==> src/rtl/mips_mc_pkg.sv <==
// Shared types and constants for the multi-cycle MIPS control unit.
// Optional feature macro: MIPS_MC_JUMP_EN (adds the JUMP state for opcode 000010).
package mips_mc_pkg;

    localparam int unsigned OP_W       = 6;
    localparam int unsigned FUNCT_W    = 6;
    localparam int unsigned ALU_CODE_W = 3;
    localparam int unsigned ALUOP_W    = 2;

    // Opcodes
    localparam logic [OP_W-1:0] OP_RTYPE = 6'b000000;
    localparam logic [OP_W-1:0] OP_LW    = 6'b100011;
    localparam logic [OP_W-1:0] OP_SW    = 6'b101011;
    localparam logic [OP_W-1:0] OP_BEQ   = 6'b000100;
    localparam logic [OP_W-1:0] OP_ADDI  = 6'b001000;
    localparam logic [OP_W-1:0] OP_J     = 6'b000010;

    // R-type funct codes
    localparam logic [FUNCT_W-1:0] FN_ADD = 6'b100000;
    localparam logic [FUNCT_W-1:0] FN_SUB = 6'b100010;
    localparam logic [FUNCT_W-1:0] FN_AND = 6'b100100;
    localparam logic [FUNCT_W-1:0] FN_OR  = 6'b100101;
    localparam logic [FUNCT_W-1:0] FN_SLT = 6'b101010;

    // ALU operation codes (zero-extended onto the ALUControl port)
    localparam logic [ALU_CODE_W-1:0] ALU_AND = 3'b000;
    localparam logic [ALU_CODE_W-1:0] ALU_OR  = 3'b001;
    localparam logic [ALU_CODE_W-1:0] ALU_ADD = 3'b010;
    localparam logic [ALU_CODE_W-1:0] ALU_SUB = 3'b110;
    localparam logic [ALU_CODE_W-1:0] ALU_SLT = 3'b111;

    // ALUOp requests from the sequencer to the ALU decoder
    localparam logic [ALUOP_W-1:0] ALUOP_ADD   = 2'b00;
    localparam logic [ALUOP_W-1:0] ALUOP_SUB   = 2'b01;
    localparam logic [ALUOP_W-1:0] ALUOP_FUNCT = 2'b10;

    // ALU B source and PC source selects
    localparam logic [1:0] SRCB_REG    = 2'b00;
    localparam logic [1:0] SRCB_FOUR   = 2'b01;
    localparam logic [1:0] SRCB_IMM    = 2'b10;
    localparam logic [1:0] SRCB_IMM_SH = 2'b11;
    localparam logic [1:0] PCSRC_ALU    = 2'b00;
    localparam logic [1:0] PCSRC_ALUOUT = 2'b01;
    localparam logic [1:0] PCSRC_JUMP   = 2'b10;

    typedef enum logic [3:0] {
        S_FETCH,
        S_DECODE,
        S_MEMADR,
        S_MEMRD,
        S_MEMWB,
        S_MEMWR,
        S_EXECUTE,
        S_ALUWB,
        S_BRANCH,
        S_ADDIEXE,
        S_ADDIWB
`ifdef MIPS_MC_JUMP_EN
        ,
        S_JUMP
`endif
    } mc_state_t;

endpackage

==> src/rtl/mips_alu_decoder.sv <==
// Maps the sequencer's ALUOp request (add / sub / funct) to an ALUControl code.
module mips_alu_decoder
    import mips_mc_pkg::*;
#(
    parameter int unsigned ALU_CTRL_W = 3
) (
    input  logic [ALUOP_W-1:0]    i_alu_op,
    input  logic [FUNCT_W-1:0]    i_funct,
    output logic [ALU_CTRL_W-1:0] o_alu_control_c
);

    logic [ALU_CODE_W-1:0] w_code;

    // Select the ALU code; unknown funct values fall back to ADD.
    always_comb begin
        w_code = ALU_ADD;
        case (i_alu_op)
            ALUOP_SUB: w_code = ALU_SUB;
            ALUOP_FUNCT: begin
                case (i_funct)
                    FN_ADD:  w_code = ALU_ADD;
                    FN_SUB:  w_code = ALU_SUB;
                    FN_AND:  w_code = ALU_AND;
                    FN_OR:   w_code = ALU_OR;
                    FN_SLT:  w_code = ALU_SLT;
                    default: w_code = ALU_ADD;
                endcase
            end
            default: w_code = ALU_ADD;
        endcase
    end

    assign o_alu_control_c = ALU_CTRL_W'(w_code);

endmodule

==> src/rtl/mips_mc_control.sv <==
// Multi-cycle MIPS control unit: sequences each instruction through FETCH,
// DECODE and per-class execute/write-back states, stalling on mem_ready.
// Outputs are decoded combinationally from the registered state (suffix _c).
// Optional feature macro: MIPS_MC_JUMP_EN (executes j via a JUMP state).
module mips_mc_control
    import mips_mc_pkg::*;
#(
    parameter int unsigned ALU_CTRL_W = 3
) (
    input  logic                  clk,
    input  logic                  rst_n,
    input  logic [OP_W-1:0]       i_op,
    input  logic [FUNCT_W-1:0]    i_funct,
    input  logic                  i_zero,
    input  logic                  i_mem_ready,
    output logic                  o_iord_c,
    output logic                  o_mem_write_c,
    output logic                  o_ir_write_c,
    output logic                  o_pc_en_c,
    output logic                  o_reg_dst_c,
    output logic                  o_mem_to_reg_c,
    output logic                  o_reg_write_c,
    output logic                  o_alu_src_a_c,
    output logic [1:0]            o_alu_src_b_c,
    output logic [1:0]            o_pc_src_c,
    output logic [ALU_CTRL_W-1:0] o_alu_control_c,
    output logic                  o_instr_done_c,
    output logic                  o_illegal_op_c
);

    mc_state_t            r_state;
    mc_state_t            w_next;
    logic                 w_iord;
    logic                 w_mem_write;
    logic                 w_ir_write;
    logic                 w_pc_en;
    logic                 w_reg_dst;
    logic                 w_mem_to_reg;
    logic                 w_reg_write;
    logic                 w_alu_src_a;
    logic [1:0]           w_alu_src_b;
    logic [1:0]           w_pc_src;
    logic [ALUOP_W-1:0]   w_alu_op;
    logic                 w_instr_done;
    logic                 w_illegal_op;

    // State register; reset aborts any instruction and returns to FETCH.
    always_ff @(posedge clk or negedge rst_n) begin
        if (!rst_n) begin
            r_state <= S_FETCH;
        end else begin
            r_state <= w_next;
        end
    end

    // Next-state and datapath control decode.
    always_comb begin
        w_next       = r_state;
        w_iord       = 1'b0;
        w_mem_write  = 1'b0;
        w_ir_write   = 1'b0;
        w_pc_en      = 1'b0;
        w_reg_dst    = 1'b0;
        w_mem_to_reg = 1'b0;
        w_reg_write  = 1'b0;
        w_alu_src_a  = 1'b0;
        w_alu_src_b  = SRCB_REG;
        w_pc_src     = PCSRC_ALU;
        w_alu_op     = ALUOP_ADD;
        w_instr_done = 1'b0;
        w_illegal_op = 1'b0;

        case (r_state)
            S_FETCH: begin
                w_alu_src_b = SRCB_FOUR;
                if (i_mem_ready) begin
                    w_ir_write = 1'b1;
                    w_pc_en    = 1'b1;
                    w_next     = S_DECODE;
                end
            end
            S_DECODE: begin
                w_alu_src_b = SRCB_IMM_SH;
                case (i_op)
                    OP_LW, OP_SW: w_next = S_MEMADR;
                    OP_RTYPE:     w_next = S_EXECUTE;
                    OP_BEQ:       w_next = S_BRANCH;
                    OP_ADDI:      w_next = S_ADDIEXE;
`ifdef MIPS_MC_JUMP_EN
                    OP_J:         w_next = S_JUMP;
`endif
                    default: begin
                        w_next       = S_FETCH;
                        w_illegal_op = 1'b1;
                        w_instr_done = 1'b1;
                    end
                endcase
            end
            S_MEMADR: begin
                w_alu_src_a = 1'b1;
                w_alu_src_b = SRCB_IMM;
                w_next      = (i_op == OP_SW) ? S_MEMWR : S_MEMRD;
            end
            S_MEMRD: begin
                w_iord = 1'b1;
                if (i_mem_ready) begin
                    w_next = S_MEMWB;
                end
            end
            S_MEMWB: begin
                w_mem_to_reg = 1'b1;
                w_reg_write  = 1'b1;
                w_instr_done = 1'b1;
                w_next       = S_FETCH;
            end
            S_MEMWR: begin
                // Write held until accepted; leaving on acceptance prevents a second commit.
                w_iord      = 1'b1;
                w_mem_write = 1'b1;
                if (i_mem_ready) begin
                    w_instr_done = 1'b1;
                    w_next       = S_FETCH;
                end
            end
            S_EXECUTE: begin
                w_alu_src_a = 1'b1;
                w_alu_src_b = SRCB_REG;
                w_alu_op    = ALUOP_FUNCT;
                w_next      = S_ALUWB;
            end
            S_ALUWB: begin
                w_reg_dst    = 1'b1;
                w_reg_write  = 1'b1;
                w_instr_done = 1'b1;
                w_next       = S_FETCH;
            end
            S_BRANCH: begin
                w_alu_src_a  = 1'b1;
                w_alu_src_b  = SRCB_REG;
                w_alu_op     = ALUOP_SUB;
                w_pc_src     = PCSRC_ALUOUT;
                w_pc_en      = i_zero;
                w_instr_done = 1'b1;
                w_next       = S_FETCH;
            end
            S_ADDIEXE: begin
                w_alu_src_a = 1'b1;
                w_alu_src_b = SRCB_IMM;
                w_next      = S_ADDIWB;
            end
            S_ADDIWB: begin
                w_reg_write  = 1'b1;
                w_instr_done = 1'b1;
                w_next       = S_FETCH;
            end
`ifdef MIPS_MC_JUMP_EN
            S_JUMP: begin
                w_pc_src     = PCSRC_JUMP;
                w_pc_en      = 1'b1;
                w_instr_done = 1'b1;
                w_next       = S_FETCH;
            end
`endif
            default: begin
                w_next = S_FETCH;
            end
        endcase
    end

    mips_alu_decoder #(
        .ALU_CTRL_W (ALU_CTRL_W)
    ) u_alu_decoder (
        .i_alu_op        (w_alu_op),
        .i_funct         (i_funct),
        .o_alu_control_c (o_alu_control_c)
    );

    // Write enables and pulses are suppressed while reset is held.
    assign o_iord_c       = w_iord;
    assign o_mem_write_c  = w_mem_write & rst_n;
    assign o_ir_write_c   = w_ir_write & rst_n;
    assign o_pc_en_c      = w_pc_en & rst_n;
    assign o_reg_dst_c    = w_reg_dst;
    assign o_mem_to_reg_c = w_mem_to_reg;
    assign o_reg_write_c  = w_reg_write & rst_n;
    assign o_alu_src_a_c  = w_alu_src_a;
    assign o_alu_src_b_c  = w_alu_src_b;
    assign o_pc_src_c     = w_pc_src;
    assign o_instr_done_c = w_instr_done & rst_n;
    assign o_illegal_op_c = w_illegal_op & rst_n;

endmodule

==> config.mk <==
export PLATFORM = sky130hd
export DESIGN_NAME = mips_mc_control
export DESIGN_NICKNAME = d
export VERILOG_FILES = /design/src/rtl/mips_mc_pkg.sv /design/src/rtl/mips_alu_decoder.sv /design/src/rtl/mips_mc_control.sv
export SDC_FILE = /design/constraint.sdc
export NUM_CORES = 1
export LEC_CHECK = 0
export ABC_AREA = 1
export ABC_CLOCK_PERIOD_IN_PS = 2700
export CORE_MARGIN = 2
export CORE_UTILIZATION = 38
export DETAILED_ROUTE_END_ITERATION = 8
export HOLD_SLACK_MARGIN = 0.05
export PLACE_DENSITY_LB_ADDON = 0.2
export SYNTH_ARGS = -nofsm -noshare
export SYNTH_HDL_FRONTEND = slang
export SYNTH_SLANG_ARGS = --single-unit
==> constraint.sdc <==
create_clock -name clk -period 2.7 [get_ports clk]
set_input_delay 0.405 -clock clk [delete_from_list [all_inputs] [get_ports clk]]
set_output_delay 0.405 -clock clk [all_outputs]
set_load 0.1 [all_outputs]
==> impl_results.md <==
- TritonCTS Sinks: 4
- Post-Place Cells: 171
- Max-cap violations: 0
- Gr ovfl total: 0
- Synth async-reset ratio: 1.000
- Fin crit period: 2.326 ns
- Xor/xnor share of the synthesized area: 0
- Vias: 837
- Non-Filler Instances: 174
- Max FFs per register: 4
- Top layer in use: met4
- Met1 WL: 743 um
- Post-Syn Area: 613.1 um2
- Worst-path fanout max: 6
- Post-synth top area cell: nand2_1
- Clk buf depth: 2
- Synthesis-to-layout area growth: 72.65%
- Synth Area in Adders: 0.04082
- Worst setup margin: 0.3736 ns
- DRT Pass-1 Iters: 4
- EDFF count, synth: 0
- # DRC: 0
- Synth unique cells: 15
- Multi-input gate area: 427.9 um2
- WL per Instance: 9.603 um
- CTS clk-pin slew, worst paths: 0.04 ns
- Antenna cells: 0
- Port bufs: 31
- Nets@finish: 178
- Std cell rows: 14
- Synth top cells by count: 32 x nand2_1, 32 x nor2_1, 28 x inv_1, 10 x nand3_1, 6 x o21ai_0
- Design Power: 1170 uW
- DIE AREA: 1951 um2
- Vias in the first global route: 723
- Hpwl dp: 1459 um
- First-pass GRT wire length: 2932 um
- Post_cts resized: 0
- Post-Place Setup Slack: 0.5823 ns
- FF-to-FF path depth: 9
- # setup viols final: 0
- Gr usage total: 0.1951
- Sum Neg Setup Slack: 0 ns
- Main combinational cell family by area after synthesis: simple AND/OR/NAND/NOR gates
- Largest net degree at the start of global routing: 7
- Gp weighted congestion: 0.9240
- Placeable Area: 1506 um2
- Via density: 4.810
- Synth Area in Compound Gates: 0.08367
- Synth Flop Type: dfrtp_1
- Status: completed
- Leakage power: 0.0005639 uW
- Critical Path RT: 2.30 ns
- CTS tree: yes
- Clock buffer count from CTS: 3
- Fillers: 142
- Starting Density: 0.4070
- Period utilisation layout: 0.8616
- Largest reg by FF count: r_state
- Iter 0 DRT Violations: 16
- Post-CTS Setup Inserts: 0
- H-tree depth: 1
- Min-delay worst type: in -> async
- Worst-Skew Late Latency: 0.23 ns
- Max IR drop VDD: 0.9950 mV
- Fmax: 429.8 MHz
- Die height: 44.17 um
- Proportion of layout cells with a drive suffix above 1: 0.1709
- Hold-fix buffers at CTS: 0
- Max Slew Vio Count: 0
- Routed wl met2: 736 um
- Syn Nets: 143
- Critical Path Start Type: register
- Die X: 44.17 um
- CP endpoint kind: primary output
- Final wirelength: 1671 um
- CTS Root Cell: clkbuf_4
- Pwr dens: 1106 nW/um2
- Initial antenna violation count: 0
- Total area of sequential cells: 100.1 um2
- Synth top area share: 0.1959
- Skew final: 0.002030 ns
- Sequential area share after synthesis: 0.1633
- Worst Hold Slack: 0.4079 ns
- Mux contribution to synthesized area: 0
- Yosys warns: 0
- Synth Register Bits: 4
- RSZ-0062 raised after global routing: no
- Metal3 WL: 158 um
- Synth Instances: 125
- I/O pin count: 33
- Post-Synth Simple-Gate Area: 0.5224
- Synth area leaders: nand2_1 20%, nor2_1 20%, inv_1 17%
- Syn_area_per_cell: 4.905 um2
- Largest regs: r_state x4
- Hold Vio Cnt, Final: 0
- Path type of the worst setup path: reg -> out
- Antenna-violating nets left: 0
- Crit path DAT: 1.92 ns
-- power breakdown --
part           internal, uW  switching (uW)
clock                  49.6            22.6
sequential             81.9            22.4
combinational           255             739
total                   387             784
-- worst paths after layout --
| check | slack [ns] | endpoint | startpoint |
|---|---|---|---|
| max in group asynchronous | 2.09 | r_state[3]$_DFFE_PN0P_ | rst_n |
| worst min register to register | 0.69 | r_state[2]$_DFFE_PN0P_ | r_state[3]$_DFFE_PN0P_ |
| min in group clk | 0.69 | r_state[2]$_DFFE_PN0P_ | r_state[3]$_DFFE_PN0P_ |
| worst max-delay path | 0.37 | o_alu_control_c[1] | r_state[1]$_DFFE_PN0P_ |
| worst min-delay path | 0.41 | r_state[1]$_DFFE_PN0P_ | rst_n |
| worst max register to register | 1.43 | r_state[0]$_DFFE_PN0P_ | r_state[2]$_DFFE_PN0P_ |
-- through the flow --
step / utilization / cell area [um2]
after floorplan: - / 640.6
after global placement: 0.6877 / 1036
after detailed placement: 0.6877 / 1036
after CTS: 0.7027 / 1059
after global routing: 0.7027 / 1059
final: 0.7027 / 1059
-- worst max-delay path, cell delays in order (launching register included) --
cell and delay (ns):
dfrtp_1 0.42, nor2_1 0.22, inv_1 0.10, nor2_4 0.12
inv_1 0.05, ha_1 0.35, a21oi_1 0.17, nand2_2 0.08
buf_12 0.17
-- cell type report --
cell class	instances	share of cell area
clock buffer	3	0.02128
inverter	28	0.09929
multi-input combinational	92	0.4043
sequential	4	0.09456
tap	16	0.01891
timing repair buffer	31	0.3617
-- cell families after synthesis --
family	Yosys count
flip-flops	4
adder cells (fa/ha/maj)	2
AO/OA/AOI/OAI	10
AND/OR/NAND/NOR	79
buffers and inverters	29
other	1
-- cell usage in the layout (no fill, tap or decap) --
| cell type | instances |
|---|---|
| a21oi_1 | 1 |
| a21oi_2 | 2 |
| buf_12 | 9 |
| buf_4 | 7 |
| clkbuf_4 | 3 |
| clkdlybuf4s50_1 | 15 |
| conb_1 | 1 |
| dfrtp_1 | 4 |
| ha_1 | 2 |
| inv_1 | 28 |
| nand2_1 | 31 |
| nand2_2 | 1 |
| nand3_1 | 10 |
| nand4_1 | 2 |
| nor2_1 | 29 |
| nor2_2 | 2 |
| nor2_4 | 2 |
| nor3_1 | 1 |
| o21ai_0 | 4 |
| o21ai_1 | 2 |
| o22ai_1 | 1 |
| or2_2 | 1 |
-- layer usage --
layer,global-route usage,vias up
met3,0.008163,4
met4,0.07273,0
met5,0,-
li1,-,443
met1,0.2531,346
met2,0.3412,44
(Power assumes the default switching activity.)
